`src/rtl/pipelined_compadder.sv`:
```
// Compound adder/subtractor: s = a+B', t = a+B'+1, one W-bit segment resolved per stage by carry-select.
// Latency SEG cycles; all stages stall together when the output is held (in_ready = !out_valid | out_ready).
module pipelined_compadder #(
   parameter int N   = 16,
   parameter int SEG = 4
) (
   input  logic         clk,
   input  logic         reset,
   input  logic         in_valid,
   output logic         in_ready,
   input  logic [N-1:0] a,
   input  logic [N-1:0] b,
   input  logic         sub,
   output logic         out_valid,
   input  logic         out_ready,
   output logic [N:0]   s,
   output logic [N:0]   t
);
   localparam int W = N / SEG;

   generate
      if ((N % SEG) != 0) begin : g_bad_param
         $error("pipelined_compadder: N must be a multiple of SEG");
      end
   endgenerate

   logic [SEG-1:0][N-1:0] a_q, bp_q, s_q, t_q;
   logic [SEG-1:0]        cs_q, ct_q, vld_q;

   logic [SEG-1:0][N-1:0] a_src, bp_src, s_src, t_src, s_nxt, t_nxt;
   logic [SEG-1:0]        cs_src, ct_src, vld_src, cs_nxt, ct_nxt;
   logic [W:0]            sum_s, sum_t;
   logic                  adv;

   assign out_valid = vld_q[SEG-1];
   assign adv       = !out_valid | out_ready;
   assign in_ready  = adv;
   assign s         = {cs_q[SEG-1], s_q[SEG-1]};
   assign t         = {ct_q[SEG-1], t_q[SEG-1]};

   // Stage k's inputs: stage 1 takes the ports with fixed carries 0 (s chain) / 1 (t chain).
   always_comb begin
      a_src   = a_q;
      bp_src  = bp_q;
      s_src   = s_q;
      t_src   = t_q;
      cs_src  = cs_q;
      ct_src  = ct_q;
      vld_src = vld_q;
      a_src[0]   = a;
      bp_src[0]  = sub ? ~b : b;
      s_src[0]   = '0;
      t_src[0]   = '0;
      cs_src[0]  = 1'b0;
      ct_src[0]  = 1'b1;
      vld_src[0] = in_valid;
      for (int k = 1; k < SEG; k++) begin
         a_src[k]   = a_q[k-1];
         bp_src[k]  = bp_q[k-1];
         s_src[k]   = s_q[k-1];
         t_src[k]   = t_q[k-1];
         cs_src[k]  = cs_q[k-1];
         ct_src[k]  = ct_q[k-1];
         vld_src[k] = vld_q[k-1];
      end
   end

   // Both candidates of a segment are shared by the s and t chains; only the select differs.
   always_comb begin
      s_nxt  = s_src;
      t_nxt  = t_src;
      cs_nxt = '0;
      ct_nxt = '0;
      sum_s  = '0;
      sum_t  = '0;
      for (int k = 0; k < SEG; k++) begin
         sum_s = {1'b0, a_src[k][k*W +: W]} + {1'b0, bp_src[k][k*W +: W]};
         sum_t = sum_s + (W+1)'(1);
         s_nxt[k][k*W +: W] = cs_src[k] ? sum_t[W-1:0] : sum_s[W-1:0];
         t_nxt[k][k*W +: W] = ct_src[k] ? sum_t[W-1:0] : sum_s[W-1:0];
         cs_nxt[k] = cs_src[k] ? sum_t[W] : sum_s[W];
         ct_nxt[k] = ct_src[k] ? sum_t[W] : sum_s[W];
      end
   end

   always_ff @(posedge clk) begin
      if (reset) begin
         a_q   <= '0;
         bp_q  <= '0;
         s_q   <= '0;
         t_q   <= '0;
         cs_q  <= '0;
         ct_q  <= '0;
         vld_q <= '0;
      end else if (adv) begin
         a_q   <= a_src;
         bp_q  <= bp_src;
         s_q   <= s_nxt;
         t_q   <= t_nxt;
         cs_q  <= cs_nxt;
         ct_q  <= ct_nxt;
         vld_q <= vld_src;
      end
   end

   // Operand bits already resolved, and the last stage's forwarded copy, have no reader.
   logic unused_fwd;
   assign unused_fwd = ^{a_src, bp_src, a_q[SEG-1], bp_q[SEG-1]};

endmodule

```
`config.mk`:
```
export PLATFORM = sky130hd
export DESIGN_NAME = pipelined_compadder
export DESIGN_NICKNAME = d
export VERILOG_FILES = /design/src/rtl/pipelined_compadder.sv
export SDC_FILE = /design/constraint.sdc
export NUM_CORES = 1
export LEC_CHECK = 0
export BUFFER_PORTS_ARGS = -buffer_cell sky130_fd_sc_hd__buf_2
export CORE_ASPECT_RATIO = 0.7
export CORE_MARGIN = 1.5
export CORE_UTILIZATION = 60
export DETAILED_ROUTE_END_ITERATION = 6
export GPL_TIMING_DRIVEN = 0
export PLACE_DENSITY = 0.82
export SETUP_SLACK_MARGIN = 0.15
export SLEW_MARGIN = 20
export SYNTH_ARGS = -nofsm -noshare
export SYNTH_HDL_FRONTEND = slang
export SYNTH_SLANG_ARGS = --single-unit
```
`constraint.sdc`:
```
create_clock -name clk -period 6.7 [get_ports clk]
set_input_delay 1.675 -clock clk [delete_from_list [all_inputs] [get_ports clk]]
set_output_delay 1.675 -clock clk [all_outputs]
set_load 0.01 [all_outputs]
```
==> impl_results.md, run 1 <==
- RSZ-0062 raised after global routing: false
- Post-synth cell types: 46
- Routability cong.: 0.922
- Area leader, netlist: dfxtp_1
- Hold depth: 2
- Postcts setup bufs: 0
- Clk_lat worst skew: 420 ps
- Synth top area share: 0.466
- Fin cells: 947
- Min Tclk post-route: 4700 ps
- Final wirelength: 15600 um
- Die Y: 86.7 um
- Synthesis-to-layout area growth: 18.6%
- Slew Limit Fails: 0
- Residual DRC: 0
- Wire per inst: 16.5 um
- Max Freq: 213 MHz
- Pre-antenna DRT Iters: 6
- Fraction of final layout cells sized beyond drive strength 1: 0.155
- Initial core utilization: 0.618
- Count leader, synth: nand2_1
- Die area: 10600 um^2
- Worst Tran Pin Value: 956 ps
- Post-synth top cells: nand2_1 (204), dfxtp_1 (140), a21oi_1 (108)
- Worst EP arrival: 3030 ps
- Die X: 123 um
- Clk sinks: 140
- Largest net degree at the start of global routing: 17
- DRT iter0 DRCs: 423
- Status: completed
- Yosys reg bits: 140
- Vias post-DR: 5456
- Post-route cell area: 7130 um^2
- # hold bufs at CTS: 0
- Vias in the first global route: 5136
- Sum Neg Setup Slack: 0 ps
- Row count: 30
- # nets final: 867
- Crit path max fanout: 10
- Yosys warns: 0
- Final Hold Fails: 0
- Crit end category: primary output
- Cell Count Post-Placement: 915
- DRT antenna net count: 0
- Synth Instances: 716
- GRT Total Usage: 0.309
- Detailed placement HPWL: 11300 um
- Diodes inserted: 0
- Power Dens Cells: 298 nW/um^2
- Mean Syn Cell Area: 8.39 um^2
- Root buffer cell: clkbuf_16
- I/O pins: 73
- Critical Path Source Type: primary input
- Crit path kind: in2out
- Synthesized area: 6010 um^2
- Mapped Nets: 777
- Global route total overflow: 0
- Final setup violating endpoints: 0
- Core ar.: 9720 um^2
- CTS Buffer Depth: 2
- Fin crit share: 0.702
- EDFF count, synth: 0
- Asr flop ratio synth: 0
- Global-route wire length before repair: 25000 um
- Max-Cap Viols: 0
- Peak supply drop: 0.210 mV
- Vias per std cell: 5.76
- Primary FF master, synth: dfxtp_1
- Worst EP required: 5030 ps
- Inserted Clock Buffers: 17
- Clock Skews: 8.40 ps
- Leak pwr: 3.06 nW
- Top cells by area, synth: dfxtp_1 (47%), nand2_1 (13%), a21oi_1 (9.0%)
- PortBufs: 71
- Post-synthesis sequential area ratio: 0.466
- R2r worst-path depth: 7
- TritonCTS clock tree: yes
- Worst min path class: reg2reg
- Depth of the CTS H-tree: 4
- Clk slew on worst S/H paths: 60 ps
- Area after DPL: 6530 um^2
- # resized after CTS: 0
- Rel. slew slack: 0.346
- Initial antenna violation count: 0
## metrics by stage
step	hold WS [ps]	util	power (W)	setup slack (ps)
3_5_place_dp	444	0.671	0.00117	2030
4_1_cts	452	0.733	0.00212	2030
2_1_floorplan	432	-	0.00110	2700
6_report	450	0.733	0.00213	2000
3_3_place_gp	438	0.671	0.00116	2060
5_1_grt	461	0.733	0.00220	1930
## kinds of logic after synthesis
family,synth area share
adders and majority gates,0.0550
and+or+nand+nor,0.193
buffers and inverters,0.0385
DFF,0.466
muxes,0.00999
AOI/OAI and AO/OA,0.179
xor gates and xnor gates,0.0573
## final cells by class
type / instances / area, um^2
multi-input combinational: 523 / 2980
sequential: 140 / 2800
fill: 745 / 2590
clock buffer: 17 / 425
timing repair buffer: 71 / 355
buffer: 51 / 224
clock inverter: 15 / 176
tap: 128 / 160
inverter: 2 / 7.51
## critical path, stage by stage
cell     delay [ps]
buf_2           110
nor2b_1          80
inv_2           160
buf_2           250
buf_1           500
buf_2           240
## cells in the final DEF, fill, tap and decap left out, types with 3 or more instances in the layout
master and instances:
xnor2_1 21, clkinvlp_4 3, inv_8 4, or3_1 5, a211oi_1 28, xor2_1 8
a21o_1 9, o21ai_0 3, nand4_1 8, buf_2 85, xnor3_1 4, dfxtp_1 140
buf_1 6, a21oi_1 108, o211ai_1 9, clkbuf_1 28, and3_1 8, nor2_1 38
inv_6 5, mux2i_1 6, ha_1 20, nand3_1 9, fa_1 4, nand2_1 204
a2111oi_0 7, clkbuf_16 17
## report_power, final
part / switching [W] / total (W) / internal [W] / leakage, nW
Combinational: 0.000132 / 0.000233 / 0.000101 / 1.63
Clock: 0.000399 / 0.000962 / 0.000563 / 0.289
Sequential: 0.0000380 / 0.000932 / 0.000894 / 1.15
Total: 0.000569 / 0.00213 / 0.00156 / 3.06
## path summary, 6_finish.rpt
| check | from | end | slack [ps] |
|---|---|---|---|
| min | t[7] | t[7] | 450 |
| min reg2reg | t[7] | t[7] | 450 |
| max | out_ready | in_ready | 2000 |
| max reg2reg | a_q[4] | ct_q[1] | 4170 |
## flip-flops by register name, summed over array words and instances, names as in the netlist
name	flops
ct_q	4
cs_q	4
vld_q	4
t_nxt	24
a_q	24
bp_q	24
s_nxt	24
s	16
t	16
## metal layers
| layer | share of wire | global-route usage | wire (um) | up-vias |
|---|---|---|---|---|
| li1 | - | - | - | 2631 |
| met1 | 0.46 | 0.430 | 7180 | 2555 |
| met2 | 0.44 | 0.477 | 6820 | 230 |
| met3 | 0.081 | 0.0757 | 1260 | 40 |
| met4 | 0.021 | 0.0983 | 328 | 0 |
| met5 | 0 | 0 | 0 | - |
(Power assumes the default switching activity.)
==> run 2: changes to the inputs <==
--- a/config.mk
+++ b/config.mk
@@ -8,10 +8,10 @@
 export BUFFER_PORTS_ARGS = -buffer_cell sky130_fd_sc_hd__buf_2
 export CORE_ASPECT_RATIO = 0.7
 export CORE_MARGIN = 1.5
-export CORE_UTILIZATION = 60
+export CORE_UTILIZATION = 52
 export DETAILED_ROUTE_END_ITERATION = 6
 export GPL_TIMING_DRIVEN = 0
-export PLACE_DENSITY = 0.82
+export PLACE_DENSITY = 0.75
 export SETUP_SLACK_MARGIN = 0.15
 export SLEW_MARGIN = 20
 export SYNTH_ARGS = -nofsm -noshare
==> constraint.sdc (replaced) <==
create_clock -name clk -period 3.92 [get_ports clk]
set_input_delay 0.98 -clock clk [delete_from_list [all_inputs] [get_ports clk]]
set_output_delay 0.98 -clock clk [all_outputs]
set_load 0.01 [all_outputs]
==> run 2 against run 1 <==
Net effect: global-route usage down 4.1 points; largest cell class unchanged; sequential power up 71%; via count down 1.5%.
==> impl_results.md, run 2 (synthesized netlist as in run 1, its figures left out) <==
- Status: completed
- Final worst slack: 554 ps
- Leak pwr: 3.09 nW
- Crit path kind: in2out
- Crit end category: primary output
- RSZ-0062 raised after global routing: false
- Max-Cap Viols: 0
- Area after DPL: 6560 um^2
- DRT antenna net count: 0
- Die area: 12200 um^2
- Vias per std cell: 5.53
- Final wirelength: 15700 um
- Final setup violating endpoints: 0
- Initial core utilization: 0.540
- Max Freq: 297 MHz
- # nets final: 867
- TritonCTS clock tree: yes
- # resized after CTS: 0
- Clk sinks: 140
- Die Y: 92.9 um
- Fraction of final layout cells sized beyond drive strength 1: 0.155
- Commonest non-fill, non-tap cells in the layout: nand2_1 (204), dfxtp_1 (140), a21oi_1 (108), buf_2 (85), nor2_1 (38)
- Routability cong.: 0.992
- Global route total overflow: 0
- Vias post-DR: 5374
- Wire per inst: 16.1 um
- Detailed placement HPWL: 11200 um
- DRT iter0 DRCs: 490
- Peak supply drop: 0.373 mV
- Vias in the first global route: 4999
- Postcts setup bufs: 0
- Clk slew on worst S/H paths: 60 ps
- Diodes inserted: 0
- M2 GR Usage: 0.409
- GRT Total Usage: 0.269
- Die X: 131 um
- Min Tclk post-route: 3370 ps
- I/O pins: 73
- Worst Tran Pin Value: 965 ps
- Post-route cell area: 7220 um^2
- Place WS: 602 ps
- Synthesis-to-layout area growth: 20.1%
- Initial antenna violation count: 0
- Pre-antenna DRT Iters: 5
- Most common cell after layout, fill and taps aside: nand2_1
- Inserted Clock Buffers: 17
- # hold bufs at CTS: 0
- Worst EP arrival: 2390 ps
- Power Dens Cells: 526 nW/um^2
- Largest net degree at the start of global routing: 17
- Global-route wire length before repair: 25100 um
- CTS Buffer Depth: 2
- Root buffer cell: clkbuf_16
- Grt peak-use layer: met2
- Rel. slew slack: 0.340
- Row count: 32
- Fin util: 0.648
- Clk_lat worst skew: 430 ps
- Slew Limit Fails: 0
- Worst hold slack: 451 ps
- Fin crit share: 0.859
- Core ar.: 11100 um^2
- Sum Neg Setup Slack: 0 ps
- Worst min path class: reg2reg
- Depth of the CTS H-tree: 4
- Worst EP required: 2940 ps
- Clock Skews: 8.86 ps
- Final Hold Fails: 0
- Critical Path Source Type: primary input
- GR Layer Usage met1: 0.364
- Crit path max fanout: 10
- PortBufs: 71
- GRT met3 Usage: 0.0690
- Residual DRC: 0
## run 2: worst max-delay path: stages
cell     delay, ps
buf_2          110
nor2b_1         70
inv_2          150
buf_2          250
buf_1          570
buf_2          250
## run 2: routing by layer
metal	vias to the layer above	wire [um]
met4	0	349
li1	2637	-
met1	2492	7540
met2	206	6600
met5	-	0
met3	39	1170
## run 2: stage by stage
step | total power (W) | cells
2_1_floorplan | 0.00188 | 716
3_3_place_gp | 0.00199 | 940
3_5_place_dp | 0.00201 | 940
4_1_cts | 0.00380 | 972
5_1_grt | 0.00393 | 972
6_report | 0.00380 | 972
## run 2: layout make-up
type                       count  area [um^2]
buffer                        51          224
clock buffer                  17          425
clock inverter                15          235
fill                         964         3910
inverter                       2         7.51
multi-input combinational    523         2980
sequential                   140         2800
tap                          153          191
timing repair buffer          71          355
## run 2: where the power goes
part           leakage (nW)  internal (W)  switching, W
Combinational          1.63      0.000173      0.000224
Clock                 0.315       0.00114      0.000666
Sequential             1.15       0.00153     0.0000662
Total                  3.09       0.00284      0.000957
## run 2: worst paths after layout
path,from,end,slack (ps),depth (start not counted)
max,out_ready,in_ready,550,6
min reg2reg,t[5],t[5],450,2
max reg2reg,a_q[4],ct_q[1],1290,7
min,t[5],t[5],450,2
==> run 3: changes to the inputs <==
--- a/config.mk
+++ b/config.mk
@@ -11,7 +11,7 @@
 export CORE_UTILIZATION = 52
 export DETAILED_ROUTE_END_ITERATION = 6
 export GPL_TIMING_DRIVEN = 0
-export PLACE_DENSITY = 0.75
+export PLACE_DENSITY = 0.76
 export SETUP_SLACK_MARGIN = 0.15
 export SLEW_MARGIN = 20
 export SYNTH_ARGS = -nofsm -noshare
==> run 3 against run 2 <==
Net effect: setup slack gained 15 ps; register-to-register slack gained 210 ps; cell area shrank 0.55%; utilization shrank 0.36 points; hold slack lost 0.81 ps; clock-buffer cell count grew 3; critical endpoint unchanged; highest routed layer unchanged; sequential share of layout area grew 0.22 points; clock power shrank 6%; total power shrank 2.5%; fmax grew 0.44%.
==> impl_results.md, run 3 (synthesized netlist as in run 1, its figures left out) <==
- Critical path buffer and inverter count: 5
- Crit path from: out_ready
- # nets final: 867
- GRT Total Usage: 0.272
- Vias post-DR: 5435
- Post-route cell area: 7180 um^2
- Slew Limit Fails: 0
- Clk_lat worst skew: 420 ps
- Fraction of final layout cells sized beyond drive strength 1: 0.152
- Sum Neg Setup Slack: 0 ps
- Routability cong.: 0.965
- Commonest non-fill, non-tap cells in the layout: nand2_1 (204), dfxtp_1 (140), a21oi_1 (108), buf_2 (85), nor2_1 (38)
- DRT antenna net count: 0
- Synthesis-to-layout area growth: 19.4%
- Peak supply drop: 0.366 mV
- CP delay by family, top: buffers and inverters
- Postcts setup bufs: 0
- Crit-path cells: buf_2 -> nor2b_1 -> inv_2 -> buf_2 -> buf_1 -> buf_2
- Max Freq: 298 MHz
- Min Tclk post-route: 3350 ps
- Die Y: 92.9 um
- Worst min path class: reg2reg
- Max-Cap Viols: 0
- Final wirelength: 15900 um
- CP max stage delay: 530 ps
- DRT iter0 DRCs: 406
- Largest net degree at the start of global routing: 17
- CTS Buffer Depth: 2
- Detailed placement HPWL: 11500 um
- Fillers: 967
- Rel. slew slack: 0.545
- Final setup violating endpoints: 0
- Crit path kind: in2out
- Final Hold Fails: 0
- Critical Path Source Type: primary input
- Root buffer cell: clkbuf_16
- Row count: 32
- Initial antenna violation count: 1
- Die area: 12200 um^2
- Crit end category: primary output
- Worst Tran Pin Value: 665 ps
- Most common cell after layout, fill and taps aside: nand2_1
- PortBufs: 71
- RSZ-0062 raised after global routing: false
- # resized after CTS: 0
- Slowest cell on crit path: buf_1
- R2r startpoint: a_q[4]
- Status: completed
- Initial core utilization: 0.540
- Global-route wire length before repair: 25700 um
- Pre-antenna DRT Iters: 5
- Inserted Clock Buffers: 17
- Vias per std cell: 5.60
- Residual DRC: 0
- TritonCTS clock tree: yes
- # hold bufs at CTS: 0
- Die X: 131 um
- Depth of the CTS H-tree: 4
- Hold path start: s[10]
- Wire per inst: 16.4 um
- Fin crit share: 0.855
- Worst hold slack: 450 ps
- Power Dens Cells: 516 nW/um^2
- Clock Skews: 13.4 ps
- Diodes inserted: 0
- Area after DPL: 6560 um^2
- Global route total overflow: 0
- Crit path max fanout: 10
- Clk slew on worst S/H paths: 60 ps
- Fin cells: 970
- I/O pins: 73
- Core ar.: 11100 um^2
- Worst EP arrival: 2370 ps
- Clk sinks: 140
- Most common cell type on the critical path: buf_2
- Cell Count Post-Placement: 940
- Leak pwr: 3.08 nW
- Worst EP required: 2940 ps
- Vias in the first global route: 5148
==> run 3: cell count changes in the layout (fill, tap and decap cells not counted), moves of 2 or more <==
| cell | delta |
|---|---|
| clkbuf_8 | +2 |
| clkinv_4 | -3 |
| inv_6 | -2 |
| clkinv_2 | +2 |
==> run 3: area by class of cell <==
cell class / instances / area, um^2 / area share
Tap cell: 153 / 191 / 0.0267
Sequential cell: 140 / 2800 / 0.391
Multi-Input combinational cell: 523 / 2980 / 0.415
Inverter: 2 / 7.51 / 0.00105
Timing Repair Buffer: 71 / 355 / 0.0495
Clock buffer: 20 / 457 / 0.0636
Buffer: 51 / 224 / 0.0312
Clock inverter: 10 / 164 / 0.0228
==> run 3: worst register-to-register path, delay by kind of cell (launching register included) <==
kind / cells / cell delay [ps]
compound gates: 3 / 840
fa+ha+maj: 3 / 1080
flops: 1 / 320
simple gates: 1 / 120
==> run 3: worst paths after layout <==
kind	to	slack, ps	cells after the start
worst max-delay path	in_ready	570	6
worst min-delay path	s[10]	450	2
worst max register to register	cs_q[1]	1500	7
worst min register to register	s[10]	450	2
==> run 3: per-layer routing <==
metal	up-vias	wire length, um	global-route usage
li1	2637	-	-
met1	2582	7490	0.369
met2	193	7110	0.436
met3	23	1060	0.0624
met4	0	224	0.0796
met5	-	0	0
==> run 3: report_power, final <==
part | leakage, nW | switching, W | internal, W
Combinational | 1.63 | 0.000223 | 0.000172
Sequential | 1.15 | 0.0000676 | 0.00153
Clock | 0.303 | 0.000617 | 0.00109
Total | 3.08 | 0.000907 | 0.00279
==> run 3: per-stage QoR <==
step           worst slack [ps]  power, W   util
3_5_place_dp                593   0.00201  0.589
6_report                    568   0.00370  0.645
5_1_grt                     541   0.00384  0.645
4_1_cts                     550   0.00370  0.645
2_1_floorplan               858   0.00188      -
3_3_place_gp                651   0.00199  0.589
